--- src/rtl/fq_pkg.sv ---
// Fetch-queue shared definitions: default depth, reset fetch address, entry layout.
// Latency: n/a (types and constants only).
// Backpressure: n/a. Optional FQ_ALIGN_CHECK_EN adds the adel entry field.
package fq_pkg;

   localparam int          FQ_DEPTH_DEF  = 4;
   localparam logic [31:0] FQ_RESET_ADDR = 32'h0000_3000;

   // Entry layout (LSB first): pc, instr, then optional adel flag.
   localparam int FQ_PC_W      = 32;
   localparam int FQ_PC_LSB    = 0;
   localparam int FQ_INSTR_W   = 32;
   localparam int FQ_INSTR_LSB = FQ_PC_LSB + FQ_PC_W;

`ifdef FQ_ALIGN_CHECK_EN
   localparam int FQ_ADEL_W    = 1;
   localparam int FQ_ADEL_LSB  = FQ_INSTR_LSB + FQ_INSTR_W;
   localparam int FQ_ENTRY_W   = FQ_ADEL_LSB + FQ_ADEL_W;

   typedef struct packed {
      logic                  adel;
      logic [FQ_INSTR_W-1:0] instr;
      logic [FQ_PC_W-1:0]    pc;
   } fq_entry_t;

   // A fetch address is misaligned when it is not word aligned.
   function automatic logic fq_misaligned(input logic [31:0] pc);
      return (pc[1:0] != 2'b00);
   endfunction
`else
   localparam int FQ_ENTRY_W   = FQ_INSTR_LSB + FQ_INSTR_W;

   typedef struct packed {
      logic [FQ_INSTR_W-1:0] instr;
      logic [FQ_PC_W-1:0]    pc;
   } fq_entry_t;
`endif

endpackage

--- src/rtl/fetch_queue_if.sv ---
// Fetch-queue signal bundle: PC request, instruction-memory port, decode-side output.
// Latency: n/a (wiring only).
// Backpressure: pcValid/pcReady upstream, outValid/outReady downstream. fq_outAdel exists only with FQ_ALIGN_CHECK_EN.
interface fetch_queue_if;

   logic [31:0] fq_pcIn;
   logic        fq_pcValid;
   logic        fq_pcReady;
   logic [31:0] fq_imAddr;
   logic        fq_imRd;
   logic [31:0] fq_imData;
   logic        fq_flush;
   logic [31:0] fq_outPc;
   logic [31:0] fq_outInstr;
   logic        fq_outValid;
   logic        fq_outReady;
`ifdef FQ_ALIGN_CHECK_EN
   logic        fq_outAdel;
`endif

   // Queue side.
   modport master (
`ifdef FQ_ALIGN_CHECK_EN
      output fq_outAdel,
`endif
      input  fq_pcIn, fq_pcValid, fq_imData, fq_flush, fq_outReady,
      output fq_pcReady, fq_imAddr, fq_imRd, fq_outPc, fq_outInstr, fq_outValid
   );

   // PC register / instruction memory / decode side.
   modport slave (
`ifdef FQ_ALIGN_CHECK_EN
      input  fq_outAdel,
`endif
      output fq_pcIn, fq_pcValid, fq_imData, fq_flush, fq_outReady,
      input  fq_pcReady, fq_imAddr, fq_imRd, fq_outPc, fq_outInstr, fq_outValid
   );

endinterface

--- src/rtl/fq_ring.sv ---
// DEPTH-entry ring buffer holding fetched (pc, instr) entries in arrival order.
// Latency: write visible at the head the cycle after wr_vld; head read is combinational.
// Backpressure: none internally; caller must never write when full. clr beats write and read.
module fq_ring
   import fq_pkg::*;
#(
   parameter int DEPTH = FQ_DEPTH_DEF
) (
   input  logic                     fq_clk,
   input  logic                     fq_reset_n,
   input  logic                     clr,
   input  logic                     wr_vld,
   input  fq_entry_t                wr_dat,
   input  logic                     rd_rdy,
   output logic                     rd_vld,
   output fq_entry_t                rd_dat,
   output logic [$clog2(DEPTH):0]   count
);

   localparam int PW = $clog2(DEPTH);
   localparam int CW = PW + 1;

   fq_entry_t       mem [DEPTH];
   logic [PW-1:0]   wr_ptr;
   logic [PW-1:0]   rd_ptr;
   logic [CW-1:0]   count_q;
   logic            do_rd;

   assign rd_vld = (count_q != '0);
   assign do_rd  = rd_rdy && rd_vld;
   assign rd_dat = mem[rd_ptr];
   assign count  = count_q;

   // Pointers wrap naturally (DEPTH is a power of two); count holds on simultaneous write+read.
   always_ff @(posedge fq_clk) begin
      if (!fq_reset_n || clr) begin
         wr_ptr  <= '0;
         rd_ptr  <= '0;
         count_q <= '0;
      end else begin
         if (wr_vld) wr_ptr <= wr_ptr + PW'(1);
         if (do_rd)  rd_ptr <= rd_ptr + PW'(1);
         case ({wr_vld, do_rd})
            2'b10:   count_q <= count_q + CW'(1);
            2'b01:   count_q <= count_q - CW'(1);
            default: count_q <= count_q;
         endcase
      end
   end

   // Entry storage; contents are meaningless unless counted, so no reset needed.
   always_ff @(posedge fq_clk) begin
      if (wr_vld) mem[wr_ptr] <= wr_dat;
   end

endmodule

--- src/rtl/fetch_queue.sv ---
// Instruction fetch queue: issues IM reads for accepted PCs and queues (pc, instr) for decode.
// Latency: accept in cycle N -> head valid in N+2; one accept per cycle sustained.
// Backpressure: pcReady drops when queued + in-flight reaches DEPTH or on flush. Option: FQ_ALIGN_CHECK_EN.
module fetch_queue
   import fq_pkg::*;
#(
   parameter int DEPTH = FQ_DEPTH_DEF
) (
   input  logic          fq_clk,
   input  logic          fq_reset_n,
   fetch_queue_if.master fq
);

   localparam int             CW        = $clog2(DEPTH) + 1;
   localparam logic [CW:0]    DEPTH_OCC = (CW+1)'(DEPTH);

   logic [CW-1:0] ring_count;
   logic          ring_vld;
   fq_entry_t     ring_head;
   fq_entry_t     wr_entry;
   logic [CW:0]   occupancy;
   logic          pc_ready;
   logic          accept;
   logic          fetch;
   logic          pop;
   logic          inflight_vld;
   logic [31:0]   inflight_pc;
   logic [31:0]   im_addr_q;
`ifdef FQ_ALIGN_CHECK_EN
   logic          pc_misal;
   logic          inflight_adel;
`endif

   // Ready looks only at registered occupancy and flush so it never depends on pcValid.
   assign occupancy = {1'b0, ring_count} + {{CW{1'b0}}, inflight_vld};
   assign pc_ready  = !fq.fq_flush && (occupancy < DEPTH_OCC);
   assign accept    = fq.fq_pcValid && pc_ready;

   // Reset cycles never strobe memory; misaligned PCs are queued but not fetched.
`ifdef FQ_ALIGN_CHECK_EN
   assign pc_misal  = fq_misaligned(fq.fq_pcIn);
   assign fetch     = accept && fq_reset_n && !pc_misal;
`else
   assign fetch     = accept && fq_reset_n;
`endif

   assign fq.fq_pcReady = pc_ready;
   assign fq.fq_imRd    = fetch;
   assign fq.fq_imAddr  = fetch ? fq.fq_pcIn : im_addr_q;

   // Remember the last driven IM address so it holds while no read is issued.
   always_ff @(posedge fq_clk) begin
      if (!fq_reset_n)  im_addr_q <= FQ_RESET_ADDR;
      else if (fetch)   im_addr_q <= fq.fq_pcIn;
   end

   // In-flight flag: cleared by reset or flush so the following response is dropped.
   always_ff @(posedge fq_clk) begin
      if (!fq_reset_n || fq.fq_flush) inflight_vld <= 1'b0;
      else                            inflight_vld <= accept;
   end

   // In-flight PC (and alignment flag) captured on accept.
   always_ff @(posedge fq_clk) begin
      if (accept) begin
         inflight_pc   <= fq.fq_pcIn;
`ifdef FQ_ALIGN_CHECK_EN
         inflight_adel <= pc_misal;
`endif
      end
   end

   // Build the tail entry from the latched PC and this cycle's IM data.
   always_comb begin
      wr_entry       = '0;
      wr_entry.pc    = inflight_pc;
      wr_entry.instr = fq.fq_imData;
`ifdef FQ_ALIGN_CHECK_EN
      wr_entry.adel  = inflight_adel;
      if (inflight_adel) wr_entry.instr = '0;
`endif
   end

   assign pop = ring_vld && fq.fq_outReady;

   fq_ring #(
      .DEPTH      (DEPTH)
   ) u_ring (
      .fq_clk     (fq_clk),
      .fq_reset_n (fq_reset_n),
      .clr        (fq.fq_flush),
      .wr_vld     (inflight_vld),
      .wr_dat     (wr_entry),
      .rd_rdy     (pop),
      .rd_vld     (ring_vld),
      .rd_dat     (ring_head),
      .count      (ring_count)
   );

   // Head outputs read as zero whenever the queue is empty.
   assign fq.fq_outValid = ring_vld;
   assign fq.fq_outPc    = ring_vld ? ring_head.pc    : '0;
   assign fq.fq_outInstr = ring_vld ? ring_head.instr : '0;
`ifdef FQ_ALIGN_CHECK_EN
   assign fq.fq_outAdel  = ring_vld && ring_head.adel;
`endif

endmodule

--- src/flat_wrapper.sv ---
// flat-port wrapper written by rule: the top's interface ports become plain ports
module fetch_queue_flat import fq_pkg::*;
#(
   parameter int DEPTH = FQ_DEPTH_DEF
)
  (fq_clk, fq_reset_n, fq_fq_pcIn, fq_fq_pcValid, fq_fq_imData, fq_fq_flush, fq_fq_outReady, fq_fq_pcReady, fq_fq_imAddr, fq_fq_imRd, fq_fq_outPc, fq_fq_outInstr, fq_fq_outValid);
  fetch_queue_if fq_i ();
  input  logic fq_clk;
  input  logic fq_reset_n;
  input wire logic [$bits(fq_i.fq_pcIn)-1:0] fq_fq_pcIn;
  input wire logic [$bits(fq_i.fq_pcValid)-1:0] fq_fq_pcValid;
  input wire logic [$bits(fq_i.fq_imData)-1:0] fq_fq_imData;
  input wire logic [$bits(fq_i.fq_flush)-1:0] fq_fq_flush;
  input wire logic [$bits(fq_i.fq_outReady)-1:0] fq_fq_outReady;
  output wire logic [$bits(fq_i.fq_pcReady)-1:0] fq_fq_pcReady;
  output wire logic [$bits(fq_i.fq_imAddr)-1:0] fq_fq_imAddr;
  output wire logic [$bits(fq_i.fq_imRd)-1:0] fq_fq_imRd;
  output wire logic [$bits(fq_i.fq_outPc)-1:0] fq_fq_outPc;
  output wire logic [$bits(fq_i.fq_outInstr)-1:0] fq_fq_outInstr;
  output wire logic [$bits(fq_i.fq_outValid)-1:0] fq_fq_outValid;
  assign fq_i.fq_pcIn = fq_fq_pcIn;
  assign fq_i.fq_pcValid = fq_fq_pcValid;
  assign fq_i.fq_imData = fq_fq_imData;
  assign fq_i.fq_flush = fq_fq_flush;
  assign fq_i.fq_outReady = fq_fq_outReady;
  assign fq_fq_pcReady = fq_i.fq_pcReady;
  assign fq_fq_imAddr = fq_i.fq_imAddr;
  assign fq_fq_imRd = fq_i.fq_imRd;
  assign fq_fq_outPc = fq_i.fq_outPc;
  assign fq_fq_outInstr = fq_i.fq_outInstr;
  assign fq_fq_outValid = fq_i.fq_outValid;
  fetch_queue #(.DEPTH(DEPTH)) u_core (.fq_clk(fq_clk), .fq_reset_n(fq_reset_n), .fq(fq_i));
endmodule
--- config.mk ---
export PLATFORM = sky130hd
export DESIGN_NAME = fetch_queue_flat
export DESIGN_NICKNAME = d
export VERILOG_FILES = /design/src/rtl/fq_pkg.sv /design/src/rtl/fetch_queue_if.sv /design/src/rtl/fq_ring.sv /design/src/rtl/fetch_queue.sv /design/src/flat_wrapper.sv
export SDC_FILE = /design/constraint.sdc
export NUM_CORES = 1
export LEC_CHECK = 0
export CAP_MARGIN = 30
export CORE_AREA = 8 8 156 158
export DETAILED_ROUTE_END_ITERATION = 16
export DIE_AREA = 0 0 164 166
export GPL_TIMING_DRIVEN = 0
export PLACE_DENSITY = 0.9
export SETUP_SLACK_MARGIN = 0.1
export SLEW_MARGIN = 25
export SYNTH_ARGS = -nofsm -noshare
export SYNTH_HDL_FRONTEND = slang
export SYNTH_SLANG_ARGS = --single-unit
--- constraint.sdc ---
create_clock -name fq_clk -period 4.7 [get_ports fq_clk]
set_input_delay 0.94 -clock fq_clk [delete_from_list [all_inputs] [get_ports fq_clk]]
set_output_delay 0.94 -clock fq_clk [all_outputs]
set_load 0.01 [all_outputs]
# Word level (Yosys, flattened, before mapping)
# Memories as Yosys holds them, arrays and structs flattened. A register that Yosys moved wholly into a read port is not among the register bits.
# Cells that the tools add are included.
[classes] order_cmp=1 n_reduce_logical=10 muxes=8 eq_ne=2 add_sub_neg=5
[op_table] op="$mux 32" n=3
[op_table] op="$pmux 3 s2" n=1
[op_table] op="$logic_and 1x1->1" n=5
[op_table] op="$add 2x1->2 const B" n=2
[op_table] op="$add 3x1->4" n=1
[op_table] op="$lt 4x3->1 const B" n=1
[op_table] op="$mux 2" n=2
[op_table] op="$add 3x1->3 const B" n=1
[op_table] op="$reduce_bool 3->1" n=1
[op_table] op="$sub 3x1->3 const B" n=1
[op_table] op="$eq 2x1->1 const B" n=1
[op_table] op="$eq 2x2->1 const B" n=1
[op_table] op="$logic_not 1->1" n=2
[op_table] op="$mux 1" n=2
[op_table] op="$reduce_bool 2->1" n=1
[op_table] op="$logic_or 1x1->1" n=1
[totals] reg_bits=72 output_inout_bits=99 mem_count=1 wordCells=33 in_bits=69 ramBits=256
[memory_table] memory="u_core.u_ring.mem" depth=4 width=64 rd=1 rd_ports_with_merged_regs=1 write_ports=1 line="fq_ring.sv:23" text="fq_entry_t mem [DEPTH];"

# Logic depth before layout (Yosys ltp)
[logic_depth] depth_word=6 depth_mapped=8 ltp_nobuf=8

# Modules after synthesis
# A second synthesis with hierarchy kept.
[hier_totals] hier_cells=637 area_unflattened_um2=12973.7
[by_module_without_submodules] mod="fq_ring" area_each_um2=9759.4 seq_area_each_um2=7867.5 cells_each=382 n_inst=1
[by_module_without_submodules] mod="fetch_queue" area_each_um2=3214.3 seq_area_each_um2=1621.6 cells_each=255 n_inst=1

# Worst setup path before layout
# No wires, ideal clock.
[synth_timing] path_kind="input to output" start="input fq_fq_flush" end="output fq_fq_imAddr[10]" n_path_buf=2 stages=5 path_slack_ps=1598 required_time_ps=3760 arrival_time_ps=2162 cell_sequence="a311oi_4 > and3_1 > buf_6 > buf_12 > mux2_2"
[synth_via] elab_chain_len=5
[synth_lines] item="start: declaration" line="flat_wrapper.sv:13" text="input wire logic [$bits(fq_i.fq_flush)-1:0] fq_fq_flush;"
[synth_lines] item="$logic_not 1->1" line="fetch_queue.sv:36" text="assign pc_ready = !fq.fq_flush && (occupancy < DEPTH_OCC);"
[synth_lines] item="$logic_and 1x1->1" line="fetch_queue.sv:36"
[synth_lines] item="$logic_and 1x1->1" line="fetch_queue.sv:37" text="assign accept = fq.fq_pcValid && pc_ready;"
[synth_lines] item="$logic_and 1x1->1" line="fetch_queue.sv:44" text="assign fetch = accept && fq_reset_n;"
[synth_lines] item="$mux 32"
[synth_lines] item="end: declaration" line="flat_wrapper.sv:16" text="output wire logic [$bits(fq_i.fq_imAddr)-1:0] fq_fq_imAddr;"
# Every way passes these cells.

# Worst setup path in the final report
[layout_timing] start="input fq_fq_flush" end="output fq_fq_imAddr[5]"
# The elaborated chain is that of the path after synthesis.

==> flow_metrics.py <==
metrics = {
    "timing": {
        "tns_ns": 0,
        "skew_ns": 0.02417,
        "timing.final.crit_share": 0.8887,
        "drv_slew": 0,
        "timing.slew.headroom": 0.3473,
        "worst_pin_slew_ns": 0.9790,
        "finalHoldViolations": 0,
        "finalCriticalPeriod_ns": 4.177,
        "setup_viol": 0,
        "rsz0062_at_grt": "no",
        "fmax_ghz": 0.2394,
    },
    "critical_path": {
        "critPathCaptureType": "output port",
        "critPathMaxFanout": 10,
        "critPathLaunchType": "primary input",
        "criticalPathCategory": "in2out",
        "worstPathRequired_ns": 3.76,
        "critPathArrivalTime_ns": 3.24,
    },
    "finish": {
        "final_cell_mix": "edfxtp_1, clkdlybuf4s50_1, and2_1",
        "finalNetCount": 918,
        "n_antenna_cell": 0,
        "layout-drive-gt1-share": 0.1993,
        "syn_to_final_growth_pct": 25.76,
        "mostFrequentLayoutCell": "edfxtp_1",
    },
    "logic_synthesis": {
        "ys_seq_area_frac": 0.7503,
        "ys_ff_latch": 330,
        "syn_avg_cell_area_sq_um": 19.85,
        "postSynthCellCount": 637,
        "yosys_warnings": 0,
        "syn_area_sq_um": 12650,
        "synth_cell_types": 30,
        "synth_fp_nets": 712,
    },
    "drt": {
        "post_drt_wl_per_cell_um": 22.33,
        "drt-pass1-iter-count": 6,
        "drc": 0,
        "via_per_inst": 5.647,
        "drtIter0Drc": 361,
        "final_antenna_net_count": 0,
        "drt-total-wl_um": 25750,
        "vias": 6511,
    },
    "pwr": {
        "ir_drop_v": 0.0002845,
        "totalPowerFinal_w": 0.006252,
        "p_leak_nw": 5.171,
        "power.density_nw_per_um2": 393.1,
    },
    "cts": {
        "cts_buffers": 34,
        "cts_root_buffer": "clkbuf_16",
        "cts_resized": 0,
        "cts_setup_buffers": 0,
        "worstSkewPairLatency_ns": 0.50,
        "cts.path.max_buffers": 3,
        "clk_pin_slew_worst_paths_ns": 0.06,
        "htree_levels": 2,
        "cts_hold_buf": 0,
        "cts_sinks": 330,
        "cts_tree": "yes",
    },
    "die": {
        "fp.dieW_um": 164,
        "io_pins": 168,
        "dieArea_sq_um": 27220,
        "core_area_sq_um": 22090,
        "die_y_um": 166,
        "num_rows": 55,
        "initial_core_util": 0.5725,
    },
    "grt": {
        "grt_pass1_vias": 6942,
        "grt_pass1_wl_um": 39810,
        "overflow": 0,
        "antenna_found_initial": 0,
        "grt_max_degree": 42,
        "grt_usage": 0.1896,
    },
    "job": {
        "maxCapViolCount": 0,
    },
    "status": {
        "status": "finished, final reports clean",
    },
    "worst_hold_path": {
        "min_path_type": "reg2reg",
    },
    "placement": {
        "port_buffers": 166,
        "dpl.hpwl_um": 16860,
        "routabilityCongestion": 0.7416,
    },
}
==> Yosys cell counts <==
library cell | number | area [sq um]
xor2_1 | 4 | 35.03
mux4_2 | 64 | 1441
mux2i_1 | 1 | 10.01
a21oi_1 | 2 | 10.01
nor2_1 | 8 | 30.03
fa_1 | 1 | 20.02
ha_1 | 5 | 62.56
and2_1 | 69 | 431.7
nand2b_1 | 1 | 6.260
and3_1 | 2 | 12.51
o311ai_0 | 1 | 8.760
o2bb2ai_1 | 30 | 262.8
buf_6 | 1 | 11.26
o21ai_0 | 1 | 5.000
xnor2_1 | 1 | 8.760
buf_12 | 1 | 20.02
o31ai_1 | 1 | 7.510
buf_1 | 3 | 11.26
nand3_1 | 2 | 10.01
nand2_1 | 30 | 112.6
buf_2 | 10 | 50.05
inv_1 | 9 | 33.78
mux2_2 | 32 | 360.4
dfxtp_1 | 42 | 840.8
o211ai_1 | 2 | 15.01
edfxtp_1 | 288 | 8648
a311oi_4 | 1 | 26.28
or3_1 | 2 | 12.51
buf_8 | 5 | 75.07
clkbuf_1 | 18 | 67.56
==> sequential cells by signal (all words and copies together), names as in the netlist, named ones only <==
signal                flops
u_core.inflight_vld       1
u_core.u_ring.mem       256
u_core.im_addr_q         32
u_core.u_ring.wr_ptr      2
u_core.u_ring.count       3
u_core.inflight_pc       32
u_core.u_ring.rd_ptr      2
==> where the power goes <==
group	switching (W)	leakage (nW)	total, W	internal, W
clock network	0.00107	0.555	0.00270	0.00163
registers	0.0000247	2.96	0.00325	0.00323
logic	0.000134	1.66	0.000300	0.000167
==> critical path, cell delays in order <==
cell,delay [ns]
clkdlybuf4s50_1,0.47
a311oi_4,0.40
and3_1,0.22
buf_6,0.17
buf_8,0.17
mux2_2,0.37
clkdlybuf4s50_1,0.49
==> per-layer routing <==
metal | part of all wire | wire length, um | GRT usage
met1 | 0.41 | 10470 | 0.2412
met2 | 0.51 | 13220 | 0.3224
met3 | 0.061 | 1570 | 0.04115
met4 | 0.019 | 494 | 0.05299
met5 | 0 | 0 | 0
==> stage by stage <==
step	cell area, sq um	hold slack [ns]	utilization	setup WS, ns	cells
final	15910	0.4691	0.7200	0.5229	1153
after global routing	15910	0.4878	0.7200	0.4280	1153
after CTS	15910	0.4717	0.7200	0.5356	1153
after detailed placement	14770	0.4592	0.6686	0.5605	1092
after global placement	14670	0.4542	0.6639	0.5802	1088
after floorplan	12650	0.4457	-	1.598	637
==> worst paths after layout <==
path                            cells after the start                   start                endpoint  slack, ns
worst max register to register                      4  u_core.u_ring.count[1]  u_core.inflight_pc[30]       2.33
worst min-delay path                                2    u_core.im_addr_q[26]    u_core.im_addr_q[26]       0.47
worst min register to register                      2    u_core.im_addr_q[26]    u_core.im_addr_q[26]       0.47
worst max-delay path                                7             fq_fq_flush         fq_fq_imAddr[5]       0.52
==> cell families (layout without fill, tap and decap cells) <==
group / count (synthesis) / count (layout) / share of synthesized area
buf+inv: 47 / 278 / 0.02127
compound gates: 38 / 38 / 0.02651
flops: 330 / 330 / 0.7503
xor+xnor: 5 / 5 / 0.003462
mux: 97 / 97 / 0.1433
fa+ha+maj: 6 / 6 / 0.006530
simple gates: 114 / 114 / 0.04867
==> area by class of cell <==
class	instances	area [sq um]
buffer	38	235.2
clock buffer	42	922.1
clock inverter	19	212.7
fill	1253	6185
inverter	9	33.78
multi-input combinational	260	2899
sequential	330	9489
tap	285	356.6
timing repair buffer	170	1757
Power figures use the tool's default switching activity.
